$ cat src/rtl/fetch_ctrl_pkg.sv
// Shared fetch-stage types: controller state encoding and the IF/ID boundary record.
package fetch_ctrl_pkg;

  localparam int          FETCH_INSTR_W = 32;
  localparam logic [63:0] PC_STEP       = 64'd4;

  typedef enum logic [1:0] {
    ST_IDLE    = 2'd0,
    ST_REQ     = 2'd1,
    ST_DISCARD = 2'd2,
    ST_OUT     = 2'd3
  } fetch_state_t;

  typedef struct packed {
    logic                     valid;
    logic [63:0]              pc;
    logic [FETCH_INSTR_W-1:0] instr;
  } if_id_t;

endpackage

$ cat src/rtl/fetch_ctrl.sv
// Fetch-stage controller: drives the PC update interface, issues one instruction
// request at a time, and presents fetched words to decode, absorbing redirects.
module fetch_ctrl
  import fetch_ctrl_pkg::*;
#(
  parameter logic [63:0] RESET_PC = 64'h8000_0000,
  parameter int          INSTR_W  = 32
) (
  input  logic               clk,
  input  logic               reset,
  input  logic [63:0]        pc,
  output logic               pc_write,
  output logic [63:0]        pc_nxt,
  output logic               ireq_valid,
  output logic [63:0]        ireq_addr,
  input  logic               iresp_data_ok,
  input  logic [INSTR_W-1:0] iresp_data,
  output logic               if_valid,
  output logic [63:0]        if_pc,
  output logic [INSTR_W-1:0] if_instr,
  input  logic               id_ready,
  input  logic               redirect_valid,
  input  logic [63:0]        redirect_target
);

  fetch_state_t state_q, state_d;
  if_id_t       if_q, if_d;
  logic [63:0]  discard_addr_q, discard_addr_d;

  assign pc_nxt = redirect_valid ? redirect_target : (pc + PC_STEP);

  always_ff @(posedge clk or posedge reset) begin
    if (reset) begin
      state_q        <= ST_IDLE;
      if_q           <= '0;
      discard_addr_q <= '0;
    end else begin
      state_q        <= state_d;
      if_q           <= if_d;
      discard_addr_q <= discard_addr_d;
    end
  end

  always_comb begin
    state_d        = state_q;
    if_d           = if_q;
    discard_addr_d = discard_addr_q;
    pc_write       = 1'b0;
    ireq_valid     = 1'b0;
    ireq_addr      = pc;
    case (state_q)
      ST_IDLE: begin
        state_d  = ST_REQ;
        pc_write = redirect_valid;
      end
      ST_REQ: begin
        ireq_valid = 1'b1;
        ireq_addr  = pc;
        if (redirect_valid) begin
          // With data_ok the response is simply dropped; otherwise the old
          // request must be held at its original address until it returns.
          pc_write = 1'b1;
          if (iresp_data_ok) begin
            state_d = ST_REQ;
          end else begin
            discard_addr_d = pc;
            state_d        = ST_DISCARD;
          end
        end else if (iresp_data_ok) begin
          if_d.valid = 1'b1;
          if_d.pc    = pc;
          if_d.instr = iresp_data;
          pc_write   = 1'b1;
          state_d    = ST_OUT;
        end
      end
      ST_DISCARD: begin
        ireq_valid = 1'b1;
        ireq_addr  = discard_addr_q;
        if (redirect_valid) begin
          pc_write = 1'b1;
        end
        if (iresp_data_ok) begin
          state_d = ST_REQ;
        end
      end
      ST_OUT: begin
        if (redirect_valid) begin
          if_d.valid = 1'b0;
          pc_write   = 1'b1;
          state_d    = ST_REQ;
        end else if (id_ready) begin
          if_d.valid = 1'b0;
          state_d    = ST_REQ;
        end
      end
      default: begin
        state_d = ST_IDLE;
      end
    endcase
  end

  assign if_valid = if_q.valid;
  assign if_pc    = if_q.pc;
  assign if_instr = if_q.instr;

`ifndef SYNTHESIS
  // Shadow of the external PC register, used only to check it follows our writes.
  logic [63:0] pc_mirror_q;

  always_ff @(posedge clk or posedge reset) begin
    if (reset) begin
      pc_mirror_q <= RESET_PC;
    end else if (pc_write) begin
      pc_mirror_q <= pc_nxt;
    end
  end

  a_pc_mirror: assert property (@(posedge clk) disable iff (reset)
    pc == pc_mirror_q);

  a_resp_without_req: assert property (@(posedge clk) disable iff (reset)
    iresp_data_ok |-> ireq_valid);

  a_req_held: assert property (@(posedge clk) disable iff (reset)
    (ireq_valid && !iresp_data_ok) |=> (ireq_valid && $stable(ireq_addr)));

  a_if_held: assert property (@(posedge clk) disable iff (reset)
    (if_valid && !id_ready && !redirect_valid) |=>
      (if_valid && $stable(if_pc) && $stable(if_instr)));
`endif

endmodule
$ cat config.mk
export PLATFORM = sky130hd
export DESIGN_NAME = fetch_ctrl
export DESIGN_NICKNAME = d
export VERILOG_FILES = /design/src/rtl/fetch_ctrl_pkg.sv /design/src/rtl/fetch_ctrl.sv
export SDC_FILE = /design/constraint.sdc
export NUM_CORES = 1
export LEC_CHECK = 0
export ABC_AREA = 1
export BUFFER_PORTS_ARGS = -buffer_cell sky130_fd_sc_hd__buf_2
export CAP_MARGIN = 40
export CORE_AREA = 3 3 150 152
export CTS_CLUSTER_DIAMETER = 50
export DETAILED_ROUTE_END_ITERATION = 16
export DIE_AREA = 0 0 153 155
export PLACE_DENSITY = 0.71
export SLEW_MARGIN = 20
export SYNTH_ARGS = -nofsm -noshare
export SYNTH_HDL_FRONTEND = slang
export SYNTH_SLANG_ARGS = --single-unit
$ cat constraint.sdc
create_clock -name clk -period 8.95 [get_ports clk]
set_input_delay 0 -clock clk [delete_from_list [all_inputs] [get_ports clk]]
set_output_delay 0 -clock clk [all_outputs]
set_load 0.01 [all_outputs]
==> summary.txt <==
Worst setup path
  – Crit Path Class: flop to output pin
  – CP Buf/Inv Count: 3
  – CP Cell Sequence: inv_1, ha_4, buf_4, o21ai_0, buf_2
  – Critical path's top delay family: buffers and inverters
  – CP Max Fanout: 66
  – Setup crit end kind: output pin
  – Crit-path max cell delay: roughly 630 ps
  – Startpoint types: flop
  – CP Data Required Time: 8950 ps
  – Slowest CP cell: buf_4
  – CP arrival: 2650 ps

Timing
  – Worst Skew: 7.06 ps
  – Fmax: roughly 0.38 GHz
  – Final Slew Violations: 0
  – Min Tclk post-route: 2650 ps
  – Final setup violation count: 0
  – Period utilization: between 20% and 30%
  – Worst-Margin Slew: 823 ps
  – Rel. slew slack: 44.8%
  – Hold Slack: approximately 0.40 ps
  – RSZ-0062 raised after global routing: false
  – Setup TNS Final: 0 ps
  – Fin. Hold Viols: 0

Logic synthesis
  – Avg Cell Area, Syn: 6.76 µm²
  – YS warnings: 0
  – Seq cells post-synth: roughly 160
  – Post-Syn Area: 0.00938 mm²
  – Distinct cells, synth: 27
  – Synth Net Count: 1558
  – Seq/Total Area, Yosys: between 40% and 50%
  – Post-synthesis cell count: 1389

Clock tree
  – # H-tree levels: 4
  – Clock buffer depth: 2
  – PostCTS Resize Cnt: 0
  – CTS buffer count: 17
  – Root buffer cell: clkbuf_16
  – Clk slew on worst S/H paths: 70 ps
  – CTS tree: done
  – Worst-Skew Late Latency: 430 ps
  – CTS sink cnt: 163
  – Post-CTS Setup Bufs: 0

Drt
  – DRT iter0 DRCs: 871
  – Post-route ant nets: 0
  – Drt first pass iters: 5
  – Final WL: 37500 µm
  – Routed len/inst: 17.6 µm
  – Routed vias: between 10000 and 15000
  – Drt via density: 5.13
  – Post-route DRC: 0

Layout
  – Area added between synthesis and finish: 40.6%
  – Finished Cell Area: 0.0132 mm²
  – Fin util: 62.4%
  – Layout cells sized above 1: 25.4%
  – Final #Nets: 2013
  – Area of the multi-input gates: 0.00467 mm²
  – Fillers: between 1500 and 2000
  – Reg area: 0.00408 mm²

Run
  – Max Cap Viol: 0

Hold path
  – Hold Path Class: primary input to async pin

Floorplanning
  – Height of the die: roughly 160 µm
  – Core box area: 0.0212 mm²
  – I/O pin cnt: between 300 and 400
  – Initial Util: between 40% and 50%
  – DIE WIDTH: between 150 and 200 µm
  – Num rows: 53
  – Die area: 0.0237 mm²

Global route
  – Congestion Overflow GR: 0
  – Vias in the first global route: 10600
  – Largest net degree at the start of global routing: slightly below 90
  – Overall Global Routing Usage: 31.2%
  – Initial antenna violation count: 3
  – First-pass GRT wire length: a little under 60000 µm

Placed design
  – Port Buf Inserts: approximately 390
  – GP Congestion: about 0.97
  – Dpl cell area: approximately 0.012 mm²
  – Dpl hpwl: 28300 µm

Power
  – Final Power: 3200 µW
  – Maximum vdd drop: 111 µV
  – Static leakage: 0.00699 µW
  – Power density over the cells: about 240 mW/mm²

Run status
  – Run status: complete, no violations
[cells by family (layout without fill, tap and decap cells)]
kind of cell,count (synthesis),count (layout),share of synthesized area (%)
compound gates,259,259,13.9
xor+xnor,12,12,1.12
simple gates,783,783,33.9
flops,163,163,43.5
buf+inv,168,636,7.04
other cells,0,3,0
fa+ha+maj,4,4,0.533
[cells in the mapped netlist]
cell / number / area (µm²)
nand2_1: 574 / 2150
dfrtp_1: 163 / 4080
o21ai_0: 150 / 751
nor2_1: 117 / 439
inv_1: 100 / 375
o21ai_1: 91 / 455
nand3_1: 52 / 260
clkbuf_1: 37 / 139
buf_2: 18 / 90.1
a21oi_1: 15 / 75.1
xor2_1: 12 / 105
nor2_2: 10 / 62.6
nand2_2: 9 / 56.3
buf_1: 7 / 26.3
nand4_1: 6 / 37.5
nor2_4: 6 / 67.6
inv_2: 5 / 18.8
ha_1: 4 / 50.1
nand2_4: 3 / 33.8
nor2_8: 2 / 40.0
nor3_1: 2 / 10.0
a31oi_1: 1 / 6.26
buf_6: 1 / 11.3
nand3b_1: 1 / 7.51
nor3_4: 1 / 16.3
o311ai_0: 1 / 8.76
o31ai_1: 1 / 7.51
[registers in the layout, summed over array words and instances (netlist names)]
name / count
discard_addr_q: 64
if_pc: 64
if_valid: 1
state_q: 2
if_instr: 32
[routing by layer]
layer	vias up	global-route usage, %	wire length (µm)
met5	-	0	0
met1	5075	38.8	14800
li1	5310	-	-
met3	62	5.23	2860
met4	0	10.1	1020
met2	506	55.5	18800
[cell usage in the layout, fill, tap and decap left out, drive strengths merged]
master	n
a21oi	15
a31oi	1
buf	401
bufinv	1
clkbuf	17
clkinv	7
clkinvlp	1
dfrtp	163
diode	3
dlygate4sd3	98
ha	4
inv	111
nand2	586
nand3	52
nand3b	1
nand4	6
nor2	135
nor3	3
o21ai	241
o311ai	1
o31ai	1
xor2	12
[worst reg2reg max path: cells and delay by family, from the launching register on]
kind | cells | cell delay, ps
buffers and inverters | 4 | 1140
DFF | 1 | 440
AOI/OAI and AO/OA | 3 | 370
and+or+nand+nor | 2 | 290
adders and majority gates | 1 | 220
[cell type report]
cell class / instances / area share (%)
clock inverters: 15 / 1.43
inverters: 105 / 3.04
repair buffers: 499 / 23.3
flip-flops and latches: 163 / 30.9
clock buffers: 17 / 3.22
multi-input cells: 1058 / 35.4
well taps: 275 / 2.61
diodes: 3 / 0.0569
[through the flow]
step | setup slack [ps] | instances
floorplan | 4550 | 1389
finish | 6300 | 2135
global placement | 6300 | 1999
CTS | 6320 | 2130
global route | 6130 | 2135
detailed placement | 6230 | 2000
[worst paths after layout]
path	from	end	slack, ps	cells past startpoint
worst max-delay path	state_q[0]	ireq_addr[29]	6300	5
worst min-delay path	reset	if_pc[57]	0.4	3
worst max register to register	state_q[1]	if_valid	6430	10
worst min register to register	if_instr[1]	if_instr[1]	470	2
max in group asynchronous	reset	discard_addr_q[22]	7690	6
min in group clk	pc[40]	if_pc[40]	50	3
[timing repair]
action                                 CTS  global route
setup endpoints to repair                0             0
endpoints found under the hold margin  239             0
hold buffers                            98             0
[power breakdown]
| part | internal, µW | total [µW] | switching, µW |
|---|---|---|---|
| clock network | 404 | 760 | 356 |
| registers | 1090 | 1290 | 197 |
| logic | 460 | 1150 | 689 |
Power figures use the tool's default switching activity.
